===== src/rtl/riscv_chk_pkg.sv =====
// -----------------------------------------------------------------------------
// riscv_chk_pkg
// Shared definitions for the RISC-V result checker: the checker state
// encoding, default table size and timeout, the FAIL_IDX code reserved for a
// timeout, and a saturating increment used by the RUN cycle counter.
// -----------------------------------------------------------------------------
package riscv_chk_pkg;

  typedef enum logic [1:0] {
    ST_IDLE = 2'd0,
    ST_RUN  = 2'd1,
    ST_PASS = 2'd2,
    ST_FAIL = 2'd3
  } chk_state_e;

  // The table index is 6 bits wide and 6'h3F is reserved for the timeout
  // code, so a table may hold at most 63 entries.
  localparam int          NUM_TEST_DEFAULT = 40;
  localparam logic [31:0] TIMEOUT_DEFAULT  = 32'd1000000;
  localparam logic [5:0]  FAIL_IDX_TIMEOUT = 6'h3F;
  localparam logic [31:0] CYCLE_MAX        = 32'hFFFF_FFFF;

  // Increment that sticks at all-ones instead of wrapping.
  function automatic logic [31:0] satInc(input logic [31:0] value);
    return (value == CYCLE_MAX) ? value : value + 32'd1;
  endfunction

endpackage


===== src/rtl/riscv_chk_table.sv =====
// -----------------------------------------------------------------------------
// riscv_chk_table
// Expected-result table for the result checker. Each entry holds a trigger
// instruction count, the expected output value, a valid bit and a passed bit.
// While checking is enabled, every valid, not-yet-passed entry whose trigger
// count equals the current retired-instruction count is compared against the
// core output in the same cycle.
//
// Ports
//   clk_i, rst_ni        clock, asynchronous active-low reset
//   wrEn_i               write strobe (already qualified by the caller)
//   wrIdx_i              entry to write
//   wrNumInst_i/wrAns_i  trigger count and expected value for the entry
//   clrPassed_i          clear every passed bit (start of a run)
//   chkEn_i              compare enable (RUN state)
//   numInst_i            retired-instruction count from the core
//   outValue_i           core output value under check
//   mismatch_o           at least one triggered entry disagrees
//   mismatchIdx_o        lowest disagreeing entry index
//   matchCnt_o           number of triggered entries that agree
// -----------------------------------------------------------------------------
module riscv_chk_table
  import riscv_chk_pkg::*;
#(
  parameter int NUM_TEST = NUM_TEST_DEFAULT
) (
  input  logic        clk_i,
  input  logic        rst_ni,
  input  logic        wrEn_i,
  input  logic [5:0]  wrIdx_i,
  input  logic [31:0] wrNumInst_i,
  input  logic [31:0] wrAns_i,
  input  logic        clrPassed_i,
  input  logic        chkEn_i,
  input  logic [31:0] numInst_i,
  input  logic [31:0] outValue_i,
  output logic        mismatch_o,
  output logic [5:0]  mismatchIdx_o,
  output logic [5:0]  matchCnt_o
);

  logic [31:0]         numInst_q [NUM_TEST];
  logic [31:0]         ans_q     [NUM_TEST];
  logic [NUM_TEST-1:0] valid_q;
  logic [NUM_TEST-1:0] passed_q;

  logic [NUM_TEST-1:0] matchVec;
  logic [NUM_TEST-1:0] badVec;

  // Classify every entry triggered this cycle as a match or a mismatch.
  // Passed entries are excluded so that they are never re-checked in a run.
  always_comb begin
    matchVec = '0;
    badVec   = '0;
    for (int i = 0; i < NUM_TEST; i++) begin
      if (chkEn_i && valid_q[i] && !passed_q[i] && (numInst_q[i] == numInst_i)) begin
        matchVec[i] = (ans_q[i] == outValue_i);
        badVec[i]   = (ans_q[i] != outValue_i);
      end
    end
  end

  assign mismatch_o = |badVec;

  // Priority encoder: scanning downward leaves the lowest failing index.
  always_comb begin
    mismatchIdx_o = '0;
    for (int i = NUM_TEST - 1; i >= 0; i--) begin
      if (badVec[i]) begin
        mismatchIdx_o = 6'(i);
      end
    end
  end

  // Population count of the entries that matched this cycle.
  always_comb begin
    matchCnt_o = '0;
    for (int i = 0; i < NUM_TEST; i++) begin
      matchCnt_o = matchCnt_o + {5'd0, matchVec[i]};
    end
  end

  // Table storage. A cycle with any mismatch commits no passed bits, because
  // the run ends in FAIL and the partial results of that cycle are discarded.
  always_ff @(posedge clk_i or negedge rst_ni) begin
    if (!rst_ni) begin
      for (int i = 0; i < NUM_TEST; i++) begin
        numInst_q[i] <= '0;
        ans_q[i]     <= '0;
      end
      valid_q  <= '0;
      passed_q <= '0;
    end else begin
      for (int i = 0; i < NUM_TEST; i++) begin
        if (wrEn_i && (wrIdx_i == 6'(i))) begin
          numInst_q[i] <= wrNumInst_i;
          ans_q[i]     <= wrAns_i;
          valid_q[i]   <= 1'b1;
        end
      end
      if (clrPassed_i) begin
        passed_q <= '0;
      end else if (chkEn_i && !mismatch_o) begin
        passed_q <= passed_q | matchVec;
      end
    end
  end

endmodule


===== config.mk =====
export PLATFORM = sky130hd
export DESIGN_NAME = riscv_chk_table
export DESIGN_NICKNAME = d
export VERILOG_FILES = /design/src/rtl/riscv_chk_pkg.sv /design/src/rtl/riscv_chk_table.sv
export SDC_FILE = /design/constraint.sdc
export NUM_CORES = 2
export LEC_CHECK = 0
export CORE_AREA = 4 4 606 548
export DETAILED_ROUTE_END_ITERATION = 8
export DIE_AREA = 0 0 610 552
export GPL_ROUTABILITY_DRIVEN = 0
export PLACE_DENSITY = 0.51
export SYNTH_ARGS = -nofsm -noshare
export SYNTH_HDL_FRONTEND = slang
export SYNTH_SLANG_ARGS = --single-unit
export TNS_END_PERCENT = 50

===== constraint.sdc =====
create_clock -name clk_i -period 18.9 [get_ports clk_i]
set_input_delay 2.835 -clock clk_i [delete_from_list [all_inputs] [get_ports clk_i]]
set_output_delay 2.835 -clock clk_i [all_outputs]
set_load 0.05 [all_outputs]

==> out/qor.csv <==
metric,value,unit
critical path class,input pin to primary output,
reg2reg start,ans_q[1076],
Worst Path Arrival,12310,ps
full die area,337000,µm²
# setup viols final,0,
core area,326000,µm²
CTS tree,done,
via count,82430,
Synth Warn #,0,
CTS Root Cell,clkbuf_16,
overall power,0.0153,W
top-count cell post-synth,dfrtp_1,
Worst setup SP type,input pin,
Die X-Extent,610,µm
min-delay worst type,register to register,
Fin. Hold Viols,0,
Max Clk Rate,0.0660,GHz
initial antenna violation count,50,
worst vdd ir,68.5,µV
min-delay src,valid_q[11],
total wire length,490000,µm
post-CTS setup buffer count,0,
Detailed Route Iter0 Violations,7992,
worst slew pin tran,1240,ps
I/O Pins,152,
synthesized area per cell,13.0,µm²
r2r endpoint,passed_q[18],
Tmin final,15140,ps
Cell variety after synth,51,
Total GRT Usage,0.286,
max_cap viols,0,
mapped cell area,130000,µm²
final worst slack,3760,ps
met1 Use GR,0.412,
worst reg-to-reg setup slack,14300,ps
RSZ-0062 raised after global routing,no,
drt wl/cell,34.1,µm
"Seq/Total Area, Yosys",0.509,
status,completed,
vias per cell,5.74,
share of cells above drive strength 1,0.343,
DP HPWL,273000,µm
Final Non-Filler Cells,14370,
Setup crit end kind,primary output,
total clock sinks,2640,
WP data required,16070,ps
syn nets,10184,
cts repair resizes,0,
PD cells,106,nW/µm²
first-pass GRT wire length,686000,µm
cell taking the most area after synthesis,dfrtp_1,
Placement Setup Slack,3950,ps
Port Buf Inserts,151,
fin crit share,0.801,
Die Span Y,552,µm
Worst Hold End,valid_q[11],
Antenna Nets Post-Route,0,
most used routing layer,met2,
TritonCTS Buffers,304,
DRC,0,
First-pass DRT Iterations,6,
GR Overflow Total,0,
initial core utilization,0.399,
slew margin rel.,0.173,
WHS Path Cells,1,
number of synthesized flops with an enable pin,0,
Mapped Cells,10003,
Core Rows,199,
max-slew violation count,0,
ys flop type,dfrtp_1,
largest net degree at the start of global routing,172,
met3 Track Usage GR,0.0367,
Util after Layout,0.443,
Clock Skews,51.1,ps
synthesis-to-finish area growth,11.3,%
top-area cell type share of the netlist area,0.509,
Max Root-Sink Buffers,4,
most instantiated cells after synthesis,"2640 x dfrtp_1, 2560 x mux2_2, 1348 x xnor2_1",
Synth area leaders,"dfrtp_1 51%, mux2_2 22%, xnor2_1 9.1%, xor2_1 8.2%, nand4_1 2.0%",
nets,9993,
Hold Buf Count CTS,0,
Worst-Skew Late Latency,920,ps
met2 usage,0.450,
Reg2Reg Depth,12,
vias in the first global route,83983,
Post-Place Cells,13827,
final setup TNS,0,ps
leakage power,65.8,nW
Synth async-reset ratio,1.00,
H-tree depth,5,
Clock transition at path regs,60,ps
CP max FO,24,
"FF+latch count, synth",2640,
## power breakdown
group	leakage [nW]	switching, W	internal (W)
combinational	25.8	0.00122	0.00113
sequential	35.1	0.000506	0.00640
clock	4.93	0.00245	0.00356
## logic make-up after synthesis
logic type / Yosys count / share of synthesized area
flip-flops: 2640 / 0.509
multiplexers: 2560 / 0.222
AND/OR/NAND/NOR: 1192 / 0.0531
buffers and inverters: 921 / 0.0329
AO/OA/AOI/OAI: 85 / 0.00387
XOR/XNOR: 2563 / 0.173
adder cells (fa/ha/maj): 42 / 0.00584
## state kept, by name, summed over array words and instances (netlist names)
signal	count
ans_q	1280
numInst_q	1280
valid_q	40
passed_q	40
## area by class of cell
cell class / instances / area [µm²]
fill: 29679 / 181000
sequential: 2640 / 66100
multi-input combinational: 6442 / 59800
clock buffer: 474 / 9370
tap: 4321 / 5410
timing repair buffer: 377 / 2930
clock inverter: 50 / 631
inverter: 47 / 176
antenna: 19 / 47.5
## critical path: stages
cell and delay, ps:
buf_4 470, buf_4 680, xnor2_1 200, nand4_1 110, nor4_1 450, nand4_1 410
nor4_1 680, nor2b_1 320, inv_1 100, fa_1 590, fa_1 530, fa_1 520
inv_1 110, fa_1 530, fa_1 500, inv_1 60, fa_1 500, inv_1 100
fa_1 520, ha_1 170, inv_1 80, fa_1 550, inv_1 100, a21o_1 120
a21oi_1 80, xnor2_1 150, clkdlybuf4s50_1 820
## worst max path at each step
stage,start,endpoint,slack (ps),cells past startpoint
after floorplan,numInst_i[23],matchCnt_o[4],6110,28
after global placement,numInst_i[8],matchCnt_o[4],3890,27
after detailed placement,numInst_i[8],matchCnt_o[4],3950,27
after CTS,numInst_i[8],matchCnt_o[4],3900,27
after global routing,numInst_i[8],matchCnt_o[4],3680,27
final,numInst_i[8],matchCnt_o[4],3760,27
## per-stage QoR
step / hold slack [ps] / cell area (µm²)
CTS: 466 / 144000
global route: 477 / 144000
finish: 465 / 144000
detailed placement: 452 / 134000
global placement: 451 / 134000
floorplan: 435 / 130000
## routing by layer
metal  share of wire  vias up
met5               0        -
met4           0.033        0
met3           0.062      703
met2            0.46     2842
met1            0.45    44910
li1                -    33975
## layout by cell type (no fill, tap or decap), types with 47 or more instances in the layout
cell type  instances
dfrtp_1         2640
mux2_2          2560
xnor2_1         1348
xor2_1          1212
nand4_1          420
nor4_1           370
clkbuf_16        319
buf_4            301
nor2_1           117
nand2_1           86
clkbuf_8          80
clkbuf_1          75
inv_1             47
Power figures use the tool's default switching activity.
